`config.mk`:
```
export PLATFORM = sky130hd
export DESIGN_NAME = prog_loader
export DESIGN_NICKNAME = d
export VERILOG_FILES = /design/src/rtl/prog_loader_pkg.sv /design/src/rtl/loader_timeout.sv /design/src/rtl/prog_loader.sv
export SDC_FILE = /design/constraint.sdc
export NUM_CORES = 1
export LEC_CHECK = 0
export ABC_CLOCK_PERIOD_IN_PS = 5670
export CAP_MARGIN = 20
export CORE_UTILIZATION = 43
export CTS_CLUSTER_DIAMETER = 120
export CTS_CLUSTER_SIZE = 20
export DETAILED_ROUTE_END_ITERATION = 10
export SLEW_MARGIN = 10
export SYNTH_ARGS = -nofsm -noshare
export SYNTH_HDL_FRONTEND = slang
export SYNTH_HIERARCHICAL = 1
export SYNTH_SLANG_ARGS = --single-unit
```
`constraint.sdc`:
```
create_clock -name i_clk -period 5.67 [get_ports i_clk]
set_clock_uncertainty 0.05 [all_clocks]
set_input_delay 0.567 -clock i_clk [delete_from_list [all_inputs] [get_ports i_clk]]
set_output_delay 0.567 -clock i_clk [all_outputs]
set_load 0.02 [all_outputs]
```
`src/rtl/prog_loader_pkg.sv`:
```
// prog_loader_pkg: shared states and constants for the serial program loader
package prog_loader_pkg;
    typedef enum logic [2:0] {IDLE, CNT_HI, CNT_LO, B0, B1, B2, WRITE, CHK} state_t;
    localparam logic [7:0]  DEF_SYNC_BYTE = 8'hA5;
    localparam logic [15:0] MAX_WORDS     = 16'd1024;
endpackage

```
`src/rtl/loader_timeout.sv`:
```
// loader_timeout: inter-byte idle watchdog; down-counter reloaded by i_clr, expires at zero while enabled
module loader_timeout #(
    parameter int TIMEOUT = 50_000_000
)(
    input  logic i_clk,
    input  logic i_rst,
    input  logic i_clr,
    input  logic i_en,
    output logic o_expire
);
    localparam int W = TIMEOUT > 1 ? $clog2(TIMEOUT) : 1;
    localparam logic [W-1:0] LOAD = W'(TIMEOUT > 0 ? TIMEOUT - 1 : 0);
    logic [W-1:0] r_cnt;
    // reload on clear, otherwise count idle cycles down to zero and hold there
    always_ff @(posedge i_clk or posedge i_rst) begin
        if (i_rst) r_cnt <= LOAD;
        else if (i_clr) r_cnt <= LOAD;
        else if (i_en && r_cnt != '0) r_cnt <= r_cnt - 1'b1;
    end
    assign o_expire = (TIMEOUT != 0) && i_en && (r_cnt == '0);
endmodule

```
`src/rtl/prog_loader.sv`:
```
// prog_loader: assembles 18-bit words from a byte stream and writes program memory; optional XOR check byte via PROG_LOADER_CHKSUM_EN
module prog_loader
    import prog_loader_pkg::*;
#(
    parameter int          ADDR_W    = 10,
    parameter int          DATA_W    = 18,
    parameter logic [7:0]  SYNC_BYTE = DEF_SYNC_BYTE,
    parameter int          TIMEOUT   = 50_000_000
)(
    input  logic              i_clk,
    input  logic              i_rst,
    input  logic [7:0]        i_rx_data,
    input  logic              i_rx_valid,
    output logic              o_rx_ready,
    output logic              o_we,
    output logic [ADDR_W-1:0] o_waddr,
    output logic [DATA_W-1:0] o_wdata,
    output logic              o_hold,
    output logic              o_done,
    output logic              o_err
);
    state_t            r_state;
    logic [15:0]       r_cnt;
    logic [ADDR_W-1:0] r_addr;
    logic [DATA_W-1:0] r_word;
    logic              r_rx_ready, r_we, r_hold, r_done, r_err;
    logic              w_accept, w_expire, w_abort, w_finish, w_chk_bad;
    logic [15:0]       w_cnt;

    assign w_accept = i_rx_valid && r_rx_ready;
    assign w_cnt    = {r_cnt[15:8], i_rx_data};
`ifdef PROG_LOADER_CHKSUM_EN
    logic [7:0] r_chk;
    assign w_chk_bad = r_state == CHK && i_rx_data != r_chk;
    assign w_finish  = w_accept && r_state == CHK;
`else
    assign w_chk_bad = 1'b0;
    assign w_finish  = r_state == WRITE && r_cnt == 16'd1;
`endif
    // the watchdog outranks any byte arriving in the same cycle
    assign w_abort = w_expire || (w_accept && ((r_state == CNT_LO && (w_cnt == 16'd0 || w_cnt > MAX_WORDS))
                     || (r_state == B0 && |i_rx_data[7:2]) || w_chk_bad));

    loader_timeout #(.TIMEOUT(TIMEOUT)) u_timeout (
        .i_clk    (i_clk),
        .i_rst    (i_rst),
        .i_clr    (r_state == IDLE || w_accept),
        .i_en     (r_state != IDLE),
        .o_expire (w_expire)
    );

    // frame sequencer; every output is a register so WE/WDATA line up in the WRITE cycle
    always_ff @(posedge i_clk or posedge i_rst) begin
        if (i_rst) begin
            r_state    <= IDLE;
            r_cnt      <= '0;
            r_addr     <= '0;
            r_word     <= '0;
            r_rx_ready <= 1'b0;
            r_we       <= 1'b0;
            r_hold     <= 1'b0;
            r_done     <= 1'b0;
            r_err      <= 1'b0;
`ifdef PROG_LOADER_CHKSUM_EN
            r_chk      <= '0;
`endif
        end else begin
            r_rx_ready <= 1'b1;
            r_we       <= 1'b0;
            if (w_abort) begin
                r_state <= IDLE;
                r_err   <= 1'b1;
                r_hold  <= 1'b0;
            end else if (w_finish) begin
                r_state <= IDLE;
                r_done  <= 1'b1;
                r_hold  <= 1'b0;
            end else begin
                case (r_state)
                    IDLE: if (w_accept && i_rx_data == SYNC_BYTE) begin
                        r_state <= CNT_HI;
                        r_hold  <= 1'b1;
                        r_done  <= 1'b0;
                        r_err   <= 1'b0;
                        r_addr  <= '0;
`ifdef PROG_LOADER_CHKSUM_EN
                        r_chk   <= '0;
`endif
                    end
                    CNT_HI: if (w_accept) begin
                        r_cnt[15:8] <= i_rx_data;
                        r_state     <= CNT_LO;
                    end
                    CNT_LO: if (w_accept) begin
                        r_cnt   <= w_cnt;
                        r_state <= B0;
                    end
                    B0, B1, B2: if (w_accept) begin
                        if (r_state == B0) r_word[DATA_W-1:16] <= i_rx_data[1:0];
                        if (r_state == B1) r_word[15:8] <= i_rx_data;
                        if (r_state == B2) r_word[7:0] <= i_rx_data;
`ifdef PROG_LOADER_CHKSUM_EN
                        r_chk <= r_chk ^ i_rx_data;
`endif
                        r_state    <= r_state == B0 ? B1 : r_state == B1 ? B2 : WRITE;
                        r_we       <= r_state == B2;
                        r_rx_ready <= r_state != B2;
                    end
                    WRITE: begin
                        r_addr  <= r_addr + 1'b1;
                        r_cnt   <= r_cnt - 1'b1;
`ifdef PROG_LOADER_CHKSUM_EN
                        r_state <= r_cnt == 16'd1 ? CHK : B0;
`else
                        r_state <= B0;
`endif
                    end
                    default: r_state <= IDLE;
                endcase
            end
        end
    end

    assign o_rx_ready = r_rx_ready;
    assign o_we       = r_we;
    assign o_waddr    = r_addr;
    assign o_wdata    = r_word;
    assign o_hold     = r_hold;
    assign o_done     = r_done;
    assign o_err      = r_err;
endmodule

```
==> results.txt <==
The standard-cell row count is 36. The clock net sink count is 78. The number of antenna diodes in the final layout is 0. The number of instances on the worst hold path is 1. The run finished with clean final reports. The fraction of registers with async set/reset came out at 1.00.

The worst register-to-register path has a depth of 10. The first-pass GRT wire length came out at around 17000 um. In this run the count of I/O pins placed on the die edge is 44.

The die covers between 10000 and 15000 um^2. The leakage dissipation is 1.95 nW. Synthesis inferred 78 register bits. The post-route worst setup slack came out at ~2.2 ns. The number of max-slew violations in the final report came out at 0. The worst path arrival time is 3.71 ns. The worst hold path class is flop to flop. The wire length reported by the detailed router came out at 10200 um. The highest routing layer actually used is met4.

TritonCTS built the clock tree. The number of distinct library cells after synthesis is 63. The number of nets in the layout came out at 497. The initial antenna violation count is 0. With fillers left out, the area of the finished cells amounts to 5110 um^2. The net count after synthesis came out at 456. The number of nets with antenna violations after routing is 0. Setup repair after global routing left no endpoint under its margin. The data required time at the worst endpoint is 5.88 ns. The relative max-transition margin came out at 0.413. The post-synthesis cell area came out at ~4300 um^2. The post-detailed-placement half-perimeter wirelength is approximately 7000 um. The number of enable-type register cells in the synthesized netlist came out at 0. The mean routed wirelength per cell is 16.5 um.

The largest net degree at the start of global routing came out at 53. The cell chosen for the clock root is clkbuf_8. The setup TNS after final layout came out at 0 ns. Buffers inserted during clock tree synthesis total 9.

The highest fanout seen on the critical path is 14. After detailed routing, the met2 layer carries 4940 um of wire. The count of buffers added by post-CTS timing repair for setup is 0. The fraction of layout cells with a size suffix above 1 is 0.168. The initial core utilization came out at 0.440. After detailed routing, the number of vias per cell comes to 5.70. The hold buffer count at cts came out at 0.

Compared with the post-synthesis result, the final layout area differs by 19.2%. During synthesis, Yosys emitted a total of 6 warnings. The transition time at the pin with the least slew margin is 0.878 ns. The horizontal extent of the die came out at 102 um.

The instance area at placement is 4840 um^2. The kind of end point of the critical path is a flop. The number of buffer cells added on primary ports is 43. The number of instances in the synthesized netlist is 441. The post-route total power came out at around 2.1 mW. After clock tree synthesis, the clock-pin slew on the worst setup and hold paths is 0.09 ns. After the first detailed-routing iteration, the DRC count stood at 184. The number of instances resized during post-cts repair is 0. Among all flip-flop cells after synthesis, the most frequent one is dfrtp_1. The share of the Yosys chip area taken by registers is 0.461. The H-tree generated during clock tree synthesis spans 3 levels. The final period demand of the worst path is 3.50 ns.

The via total after detailed routing is approximately 3500. Setup violations remaining at the end of the flow were counted as 0. The remaining global-route overflow is 0.

The share of the clock period used by the worst path after layout came out at 0.618. The via count of the first global-routing pass is 3387. The ratio of total power to cell area is 411 nW/um^2.

No sink is reached through more buffers than the 2 on the longest clock path. The minimum hold slack is 0.431 ns. The max-capacitance violation count came out at 0. The y dimension of the die came out at 102 um.

For the worst-skew pair, the clock arrives at the later sink with an insertion delay of 0.36 ns. For this run, the detailed router's first-pass iteration total came to 4. The final hold violation count came out at 0. The number of remaining DRC errors is 0. The worst supply voltage drop on vdd came out at 0.000234 V. The critical path is of the flop to flop type. The maximum clock frequency came out at ~290 MHz. The core outline area came out at about 9700 um^2.

The pre-CTS setup slack is around 2.2 ns. The kind of launch point of the worst setup path is a flop. The mean cell area of the mapped netlist came out at 9.71 um^2. The routability congestion estimate is 0.803. The length of routed met3 wiring is 270 um. The wire length on met1 came out at 4840 um. The total routing usage reported by global routing came out at 0.215.
power by group:
part,switching (mW),internal [mW],leakage [nW]
sequential,0.145,0.695,0.957
combinational,0.425,0.335,0.874
clock,0.209,0.293,0.121
total,0.778,1.32,1.95
synth_stat cells, drive strengths merged (5+ instances only):
master / instances / area (um^2)
dfstp: 18 / 473
nor2: 44 / 165
a21oi: 18 / 93.8
o41ai: 5 / 70.1
mux2i: 5 / 50.1
o22a: 5 / 43.8
o31ai: 12 / 109
nand4: 15 / 100
xor2: 9 / 78.8
or3: 13 / 81.3
nand2: 35 / 136
nor3: 18 / 105
inv: 10 / 37.5
nor2b: 10 / 62.6
buf: 6 / 38.8
o21ai: 36 / 180
mux2: 21 / 236
nand3: 13 / 65.1
dfrtp: 60 / 1500
clkbuf: 13 / 48.8
nor4: 14 / 115
or4: 10 / 82.6
through the flow:
stage	cells	util
after floorplan	441	-
after global placement	602	0.497
after detailed placement	602	0.497
after CTS	618	0.521
after global routing	620	0.525
final	620	0.525
kinds of logic (layout without fill, tap and decap cells):
kind of cell,count (synthesis),after routing,share of synthesized area
adders and majority gates,4,4,0.0117
muxes,26,26,0.0669
and+or+nand+nor,193,193,0.249
xor gates and xnor gates,10,10,0.0204
DFF,78,78,0.461
buffers and inverters,29,75,0.0292
AOI/OAI and AO/OA,101,101,0.162
critical path, cell delays in order (launching register included):
cell and delay (ns):
dfstp_2 0.39, nor4_1 0.44, nand4_1 0.62, nor4_1 0.51, buf_4 0.23, a21oi_1 0.08, nor3_1 0.29, o31ai_4 0.15
nand3_1 0.37, o21ai_0 0.17, o31ai_1 0.08
layout make-up:
cell class / instances / area, um^2
inverter: 10 / 37.5
multi-input combinational: 334 / 2200
sequential: 78 / 1970
fill: 945 / 4620
clock inverter: 6 / 109
timing repair buffer: 49 / 495
clock buffer: 10 / 128
tap: 133 / 166
registers in the layout, summed over array words and instances (netlist names):
| register | count |
|---|---|
| o_err | 1 |
| o_rx_ready | 1 |
| r_state | 3 |
| o_waddr | 10 |
| o_hold | 1 |
| u_timeout/r_cnt | 26 |
| o_done | 1 |
| o_we | 1 |
| o_wdata | 18 |
| r_cnt | 16 |
cells in the final DEF, fill, tap and decap left out, drive strengths merged, types with 5 or more instances in the layout:
cell	count
or4	10
nor4	14
mux2i	5
dfstp	18
nor2	44
inv	11
nor2b	10
o31ai	12
clkbuf	11
buf	5
a21oi	18
nand4	15
o22a	5
or3	13
o41ai	5
o21ai	36
nand2	35
mux2	21
nor3	18
clkdlybuf4s50	43
dfrtp	60
nand3	13
xor2	9
path summary, 6_finish.rpt:
kind | startpoint | slack [ns] | to
max in group asynchronous | i_rst | 4.43 | r_state[1]
min in group asynchronous | i_rst | 0.47 | u_timeout/r_cnt[18]
setup / recovery | u_timeout/r_cnt[21] | 2.17 | o_waddr[9]
setup reg to reg | u_timeout/r_cnt[21] | 2.17 | o_waddr[9]
hold / removal | o_err | 0.43 | o_err
hold reg to reg | o_err | 0.43 | o_err
layer usage:
layer,global-route usage,vias up
li1,-,1722
met1,0.285,1728
met2,0.345,64
met3,0.0445,20
met4,0.0879,0
met5,0,-
No activity file was read; power rests on OpenSTA's default activity.
==> patch, RTL diff (same flow settings) <==
The package constant `MAX_WORDS` goes from 16'd1024 to 16'd512.
--- a/src/rtl/prog_loader_pkg.sv
+++ b/src/rtl/prog_loader_pkg.sv
@@ -4,3 +4,3 @@
     localparam logic [7:0]  DEF_SYNC_BYTE = 8'hA5;
-    localparam logic [15:0] MAX_WORDS     = 16'd1024;
+    localparam logic [15:0] MAX_WORDS     = 16'd512;
 endpackage
Behaviour: not the same (Yosys sat finds a counterexample within 10 cycles, from zero or initial values and one cycle with i_rst high).
==> patch against the unedited design <==
  * Area after synthesis grew 0.47%
  * Sequential cell count unchanged
  * Power up 1.7%
  * Worst setup slack worse by 200 ps
  * Wire length up 4.3%
  * Final area is 0.88% lower
  * Synthesized cell count up 1.1%
  * Sequential power rose by 3.2%
  * Critical path type unchanged
  * Critical endpoint is now r_cnt[1]$_DFFE_PP0P_
==> patch: results (changes against the unedited design) <==
{| class="wikitable"
! Metric !! Value
|-
| Post-Place Worst Slack || 1730 ps (-494 ps)
|-
| Iteration-0 DRC Markers || 161 (-13%)
|-
| Met2 layer wire length in the routed design || 5000 um (+1.2%)
|-
| Aggregate global-route resource usage || 21.9% (+0.44 points)
|-
| Gp weighted congestion || 1.00 (+25%)
|-
| Clock buffer instance count of the final layout || 9 (-1)
|-
| Sequential cell area share || 39.0% (+0.34 points)
|-
| Cell area after placement || 4810 um^2 (-0.47%)
|-
| Layout net count || 496 (-0.20%)
|-
| Met3 usage in global routing || 5.54% (+1.1 points)
|-
| Data buffer area share || 9.19% (-0.51 points)
|-
| Via-per-instance ratio || 5.76 (+1.0%)
|-
| Outcome || finished, final reports clean
|-
| Startpoint of the worst-slack reg-to-reg timing path || r_state[2]$_DFFE_PP0P_
|-
| Vias in the first global route || 3,476 (+2.6%)
|-
| Drt pass-1 iters || 5 (+1)
|-
| Data arrival, critical path || 3910 ps (+200 ps)
|-
| Switching power of the nets || 0.000832 W (+7.0%)
|-
| Number of distinct standard cells referenced by the synthesized netlist || 62 (-1.6%)
|-
| Filler cell count in the final layout || 932 (-1.4%)
|-
| Footprint of the multi-input gates || 2190 um^2 (-0.51%)
|-
| Layout buffer count excluding clock buffers || 45 (-8.2%)
|-
| Routed vias || 3,565 (+0.88%)
|-
| Cell Pwr Density || 422 nW/um^2 (+2.6%)
|-
| Synth Net Count || 461 (+1.1%)
|-
| Normalized max-slew margin || 39.5% (-1.9 points)
|-
| Path depth of the worst reg2reg path || 7 (-3)
|-
| Synthesized instance count || 446 (+1.1%)
|-
| Met2 usage in global routing || 34.4% (about the same)
|-
| Utilization of the core after routing || 52.0% (-0.46 points)
|-
| Share of Yosys cell area claimed by the top area cell type || 34.9% (-0.16 points)
|-
| FF-to-FF setup slack || 1960 ps (-200 ps)
|-
| Detailed Place HPWL || 7510 um (+6.9%)
|-
| Share of final-layout standard cells stronger than drive strength 1 || 16.0% (-0.79 points)
|-
| Met1 usage in global routing || 28.6% (+0.069 points)
|-
| Final hold slack || 436 ps (+4.71 ps)
|-
| Largest cells by area after synthesis || sky130_fd_sc_hd__dfrtp_1, sky130_fd_sc_hd__dfstp_2, sky130_fd_sc_hd__mux2_2, sky130_fd_sc_hd__nand2_1, sky130_fd_sc_hd__a21oi_1
|-
| Synth top cells by count || sky130_fd_sc_hd__dfrtp_1, sky130_fd_sc_hd__nand2_1, sky130_fd_sc_hd__nor2_1, sky130_fd_sc_hd__a21oi_1, sky130_fd_sc_hd__o21ai_0
|-
| FF-to-FF End || r_cnt[1]$_DFFE_PP0P_
|-
| Routed metal-1 wirelength || 4760 um (-1.5%)
|-
| Invs w/o clock || 13 (+3)
|-
| Met3 WL || 537 um (+99%)
|}
-- patch: worst max path at each step --
stage	startpoint	end	slack [ps]	cells past startpoint
after floorplan	u_timeout/r_cnt[8]$_DFFE_PP0P_	o_wdata[10]$_DFFE_PP0P_	2800	9
after global placement	i_rx_data[4]	r_cnt[1]$_DFFE_PP0P_	1850	7
after detailed placement	i_rx_data[6]	r_cnt[1]$_DFFE_PP0P_	1730	7
after CTS	r_state[2]$_DFFE_PP0P_	r_cnt[1]$_DFFE_PP0P_	1960	7
after global routing	r_state[2]$_DFFE_PP0P_	r_cnt[1]$_DFFE_PP0P_	1570	7
final	r_state[2]$_DFFE_PP0P_	r_cnt[1]$_DFFE_PP0P_	1960	7
-- patch: cell families after synthesis --
family	count (synthesis)	share of synthesized area, %
fa+ha+maj	4	1.16
compound gates	98	15.3
flops	78	45.9
buf+inv	34	3.34
mux	27	6.92
xor+xnor	10	2.04
simple gates	195	25.4
